`src/rtl/uart_pkg.sv`:
```
// uart_pkg: definitions shared by the UART transmitter and receiver.
//   uart_state_e      - common 3-bit FSM encoding (IDLE..CLEANUP)
//   UART_DATA_BITS    - payload bits per frame
//   uart_clks_per_bit - clocks per bit from CLK_FREQ / BAUD_RATE
package uart_pkg;

  localparam int UART_DATA_BITS = 8;

  typedef enum logic [2:0] {
    ST_IDLE    = 3'd0,
    ST_START   = 3'd1,
    ST_DATA    = 3'd2,
    ST_STOP    = 3'd3,
    ST_CLEANUP = 3'd4
  } uart_state_e;

  // Integer division; the caller is expected to keep the result in 8..65535.
  function automatic int unsigned uart_clks_per_bit(input int unsigned clk_freq,
                                                    input int unsigned baud_rate);
    return clk_freq / baud_rate;
  endfunction

endpackage

```
`src/rtl/uart_rx_sync.sv`:
```
// uart_rx_sync: input conditioning for the UART receiver.
//   clk, rst : system clock, synchronous active-high reset
//   rx       : asynchronous serial line (idles high)
//   rx_s2    : second synchroniser stage, used for edge/level decisions
//   rx_smp   : value used when sampling a bit
// Build option UART_RX_MAJORITY_EN: rx_smp is the 2-of-3 majority of rx_s2
// over the current and two preceding edges; otherwise rx_smp is rx_s2.
// All flops reset to 1 so a reset never looks like a start bit.
module uart_rx_sync (
  input  logic clk,
  input  logic rst,
  input  logic rx,
  output logic rx_s2,
  output logic rx_smp
);

  logic rx_s1_q, rx_s1_d;

`ifdef UART_RX_MAJORITY_EN
  // hist_q[0] is the second synchroniser stage itself; [1] and [2] are the
  // values rx_s2 held one and two edges earlier.
  logic [2:0] hist_q, hist_d;

  always_comb begin
    rx_s1_d = rx;
    hist_d  = {hist_q[1:0], rx_s1_q};
  end

  always_ff @(posedge clk) begin
    if (rst) begin
      rx_s1_q <= 1'b1;
      hist_q  <= 3'b111;
    end else begin
      rx_s1_q <= rx_s1_d;
      hist_q  <= hist_d;
    end
  end

  assign rx_s2  = hist_q[0];
  assign rx_smp = (hist_q[0] & hist_q[1]) | (hist_q[0] & hist_q[2]) |
                  (hist_q[1] & hist_q[2]);
`else
  logic rx_s2_q, rx_s2_d;

  always_comb begin
    rx_s1_d = rx;
    rx_s2_d = rx_s1_q;
  end

  always_ff @(posedge clk) begin
    if (rst) begin
      rx_s1_q <= 1'b1;
      rx_s2_q <= 1'b1;
    end else begin
      rx_s1_q <= rx_s1_d;
      rx_s2_q <= rx_s2_d;
    end
  end

  assign rx_s2  = rx_s2_q;
  assign rx_smp = rx_s2_q;
`endif

endmodule

```
`src/rtl/uart_rx.sv`:
```
// uart_rx: 8N1 UART receiver, mid-bit sampling.
//   clk, rst     : system clock, synchronous active-high reset
//   rx           : asynchronous serial input, idles high
//   rx_data      : last good byte (LSB first on the wire), held between bytes
//   rx_valid     : one-cycle pulse when rx_data is updated
//   rx_frame_err : one-cycle pulse when the stop bit is sampled low
//   rx_busy      : high whenever the FSM is not IDLE
// Parameters CLK_FREQ / BAUD_RATE give T = CLK_FREQ/BAUD_RATE clocks per bit.
// Build option UART_RX_MAJORITY_EN selects 2-of-3 majority sampling (see
// uart_rx_sync); sample-edge timing is the same either way.
module uart_rx
  import uart_pkg::*;
#(
  parameter int unsigned CLK_FREQ  = 50000000,
  parameter int unsigned BAUD_RATE = 9600
) (
  input  logic                      clk,
  input  logic                      rst,
  input  logic                      rx,
  output logic [UART_DATA_BITS-1:0] rx_data,
  output logic                      rx_valid,
  output logic                      rx_frame_err,
  output logic                      rx_busy
);

  localparam int unsigned T_CLKS   = uart_clks_per_bit(CLK_FREQ, BAUD_RATE);
  localparam int unsigned HALF     = T_CLKS / 2;
  localparam logic [15:0] T_M1     = 16'(T_CLKS - 1);
  localparam logic [15:0] HALF_M1  = 16'(HALF - 1);
  localparam logic [2:0]  LAST_BIT = 3'(UART_DATA_BITS - 1);

  logic rx_s2, rx_smp;

  uart_rx_sync u_sync (
    .clk    (clk),
    .rst    (rst),
    .rx     (rx),
    .rx_s2  (rx_s2),
    .rx_smp (rx_smp)
  );

  uart_state_e               state_q,     state_d;
  logic [15:0]               clk_count_q, clk_count_d;
  logic [2:0]                bit_index_q, bit_index_d;
  logic [UART_DATA_BITS-1:0] shift_q,     shift_d;
  logic [UART_DATA_BITS-1:0] data_q,      data_d;
  logic                      valid_q,     valid_d;
  logic                      ferr_q,      ferr_d;

  always_comb begin
    state_d     = state_q;
    clk_count_d = clk_count_q;
    bit_index_d = bit_index_q;
    shift_d     = shift_q;
    data_d      = data_q;
    valid_d     = 1'b0;
    ferr_d      = 1'b0;

    case (state_q)
      ST_IDLE: begin
        clk_count_d = '0;
        bit_index_d = '0;
        if (!rx_s2) state_d = ST_START;
      end

      // Re-check the start bit at its middle; a high line means a glitch.
      ST_START: begin
        if (clk_count_q == HALF_M1) begin
          clk_count_d = '0;
          state_d     = rx_smp ? ST_IDLE : ST_DATA;
        end else begin
          clk_count_d = clk_count_q + 16'd1;
        end
      end

      // Counting a full T from mid-start lands every sample at mid-bit.
      ST_DATA: begin
        if (clk_count_q == T_M1) begin
          clk_count_d = '0;
          shift_d     = {rx_smp, shift_q[UART_DATA_BITS-1:1]};
          if (bit_index_q == LAST_BIT) state_d = ST_STOP;
          else                         bit_index_d = bit_index_q + 3'd1;
        end else begin
          clk_count_d = clk_count_q + 16'd1;
        end
      end

      ST_STOP: begin
        if (clk_count_q == T_M1) begin
          clk_count_d = '0;
          state_d     = ST_CLEANUP;
          if (rx_smp) begin
            data_d  = shift_q;
            valid_d = 1'b1;
          end else begin
            ferr_d  = 1'b1;
          end
        end else begin
          clk_count_d = clk_count_q + 16'd1;
        end
      end

      // Wait for an idle line so a break or a low line after a framing
      // error is not taken as the next start bit.
      ST_CLEANUP: begin
        if (rx_s2) state_d = ST_IDLE;
      end

      default: state_d = ST_IDLE;
    endcase
  end

  always_ff @(posedge clk) begin
    if (rst) begin
      state_q     <= ST_IDLE;
      clk_count_q <= '0;
      bit_index_q <= '0;
      shift_q     <= '0;
      data_q      <= '0;
      valid_q     <= 1'b0;
      ferr_q      <= 1'b0;
    end else begin
      state_q     <= state_d;
      clk_count_q <= clk_count_d;
      bit_index_q <= bit_index_d;
      shift_q     <= shift_d;
      data_q      <= data_d;
      valid_q     <= valid_d;
      ferr_q      <= ferr_d;
    end
  end

  assign rx_data      = data_q;
  assign rx_valid     = valid_q;
  assign rx_frame_err = ferr_q;
  assign rx_busy      = (state_q != ST_IDLE);

endmodule

```
`config.mk`:
```
export PLATFORM = sky130hd
export DESIGN_NAME = uart_rx
export DESIGN_NICKNAME = d
export VERILOG_FILES = /design/src/rtl/uart_pkg.sv /design/src/rtl/uart_rx_sync.sv /design/src/rtl/uart_rx.sv
export SDC_FILE = /design/constraint.sdc
export NUM_CORES = 1
export LEC_CHECK = 0
export ABC_AREA = 0
export CAP_MARGIN = 40
export CORE_ASPECT_RATIO = 1.5
export CORE_MARGIN = 3
export CORE_UTILIZATION = 62
export DETAILED_ROUTE_END_ITERATION = 7
export PLACE_DENSITY = 0.88
export SLEW_MARGIN = 20
export SYNTH_ARGS = -nofsm -noshare
export SYNTH_HDL_FRONTEND = slang
export SYNTH_HIERARCHICAL = 1
export SYNTH_SLANG_ARGS = --single-unit
```
`constraint.sdc`:
```
create_clock -name clk -period 4.55 [get_ports clk]
set_input_delay 0.455 -clock clk [delete_from_list [all_inputs] [get_ports clk]]
set_output_delay 0.455 -clock clk [all_outputs]
set_load 0.01 [all_outputs]
```
==> reports/summary.txt <==
most common cell after layout, fill and taps aside: dfxtp_1
worst-skew pair later-pin latency: 0.30 ns
min Tclk post-route: 2.526 ns
Async SR Flop Fraction: 0
Residual DRC: 0
Seq/Total Area, Yosys: 0.4327
critical path launch point type: flip-flop
vias in the first global route: 1,581
syn_nets: 216
TritonCTS Buffers: 5
clock slew at reported path FFs: 0.07 ns
Leak: 0.8757 nW
most frequent cells in the layout: 42 x dfxtp_1, 33 x nor2_1, 20 x mux2i_1
initial antenna violation count: 0
cell area after layout: 2186 um^2
Routed WL: 4069 um
max-cap violation count: 0
worst vdd ir: 0.3351 mV
CTS Hold Bufs: 0
Die H: 74.57 um
first-pass GRT wire length: 7300 um
post-synthesis cell count: 210
DP Area: 2100 um^2
Clock Path Buffers: 2
status: completed
total track usage: 0.2514
Die X-Extent: 51.71 um
Clock Sinks: 42
Fin Setup TNS: 0 ns
origin of the critical flop-to-flop path: clk_count_q[0]
H-tree level count: 2
Netlist Area Pre-Place: 1943 um^2
post-CTS sizing: 0
FF-to-FF End: state_q[0]
Slew @ Worst Pin: 0.8610 ns
area delta synth->final: 12.49%
number of distinct library cells after synthesis: 41
Core Box Area: 2943 um^2
Layout Skew: 0.007575 ns
PortBufs: 13
vias per cell: 6.088
Setup Fix Bufs, Post-CTS: 0
critical path type: reg2reg
CP Capture Type: flip-flop
Critical Path RT: 4.78 ns
Final nets: 228
Root Buffer: clkbuf_8
Warnings, synthesis: 6
Slew Limit Fails: 0
wire per inst: 15.53 um
flop-to-flop setup slack: 2.02 ns
number of diodes: 0
DP Wirelength: 2980 um
PD cells: 283.6 nW/um^2
Initial Util: 0.6603
# setup viols final: 0
DRT antenna net count: 0
#FFs+latches synth: 42
Util after Layout: 0.7428
HP Start: u_sync/rx_s1_q
Initial DRC Count: 43
1st-pass router iterations: 4
Ports: 14
Synth Flop Type: dfxtp_1
syn_area_per_cell: 9.253 um^2
via count: 1,595
Worst Reg2Reg Path Length in Cells: 6
layout cells sized above 1: 0.06278
Non-Filler Instances: 262
# rows: 24
Crit Path Max Fanout: 5
hold depth: 1
dpl cells: 254
Post-synth EDFFs: 0
Setup crit start: clk_count_q[0]
Hold WC Path Type: reg2reg
worst hold endpoint: u_sync/rx_s2
routability congestion estimate: 0.8833
hold violation total from the final report: 0
die footprint: 3856 um^2
RSZ-0062 raised after global routing: false
Max Freq: 0.3958 GHz
period utilization: 0.5553
max_slew headroom: 0.4207
largest net degree at the start of global routing: 25
total grt overflow: 0
CTS tree: built
WP data arrival: 2.76 ns
cell families (layout without fill, tap and decap cells):
logic type,Yosys count,in the layout,share of synthesized area
XOR/XNOR,8,8,0.03606
flip-flops,42,42,0.4327
AND/OR/NAND/NOR,98,98,0.2853
multiplexers,20,20,0.1030
AO/OA/AOI/OAI,25,25,0.09466
adder cells (fa/ha/maj),3,3,0.01932
buffers and inverters,14,27,0.02898
stage by stage:
stage          hold slack [ns]  total power, mW  worst slack [ns]
3_5_place_dp            0.4053           0.3932             2.060
6_report                0.4217           0.6199             2.024
2_1_floorplan           0.3832           0.3874             2.357
5_1_grt                 0.4645           0.6396             1.902
3_3_place_gp            0.3973           0.3909             2.218
4_1_cts                 0.4285           0.6256             2.050
power breakdown:
part | switching [mW] | internal [mW] | leakage [nW]
logic | 0.00823 | 0.00619 | 0.492
registers | 0.00169 | 0.368 | 0.339
clock network | 0.127 | 0.108 | 0.0452
routing by layer:
layer | GRT usage | vias up | share of wire
met5 | 0 | - | 0
met4 | 0.1224 | 0 | 0.031
met3 | 0.06413 | 15 | 0.041
met2 | 0.4533 | 48 | 0.56
met1 | 0.2683 | 757 | 0.37
li1 | - | 775 | -
worst max path at each step:
stage	end	slack, ns
after global placement	clk_count_q[11]	2.22
after global routing	state_q[0]	1.90
after floorplan	state_q[0]	2.36
after CTS	state_q[0]	2.05
after detailed placement	state_q[0]	2.06
final	state_q[0]	2.02
registers in the layout, summed over array words and instances (netlist names):
name,count
bit_index_q,3
shift_q,8
state_q,3
rx_data,8
clk_count_q,16
rx_valid,1
u_sync/rx_s1_q,1
u_sync/rx_s2,1
rx_frame_err,1
cell usage after synthesis (all sizes together), types with 2 or more instances:
master | count | area, um^2
clkbuf | 8 | 30.03
or4 | 4 | 33.78
o21ai | 3 | 15.01
a22o | 3 | 26.28
nor3 | 7 | 35.03
inv | 5 | 18.77
or2 | 2 | 12.51
nand2 | 10 | 37.54
o31ai | 3 | 22.52
or4b | 2 | 20.02
mux2i | 20 | 200.2
nand3b | 4 | 30.03
xor2 | 4 | 35.03
xnor2 | 4 | 35.03
a21oi | 7 | 35.03
nor4 | 6 | 58.80
nor2b | 5 | 31.28
nand2b | 8 | 50.05
nor2 | 33 | 123.9
dfxtp | 42 | 840.8
and4b | 2 | 20.02
ha | 3 | 37.54
o311ai | 2 | 17.52
nand3 | 5 | 25.02
nand4 | 6 | 43.79
critical path, stage by stage, from the launching register on:
cell,delay (ns)
dfxtp_1,0.39
ha_1,0.23
or4b_1,0.51
nor4_2,0.49
o22ai_2,0.19
or4_1,0.49
a21oi_1,0.15
cell type report:
cell class | instances | area, um^2
clock inverter | 2 | 13.76
tap | 39 | 48.80
clock buffer | 6 | 72.57
multi-input combinational | 154 | 1046
inverter | 5 | 18.77
timing repair buffer | 14 | 145.1
fill | 237 | 757.0
sequential | 42 | 840.8
Note: power is estimated with default switching activity, not from simulation.
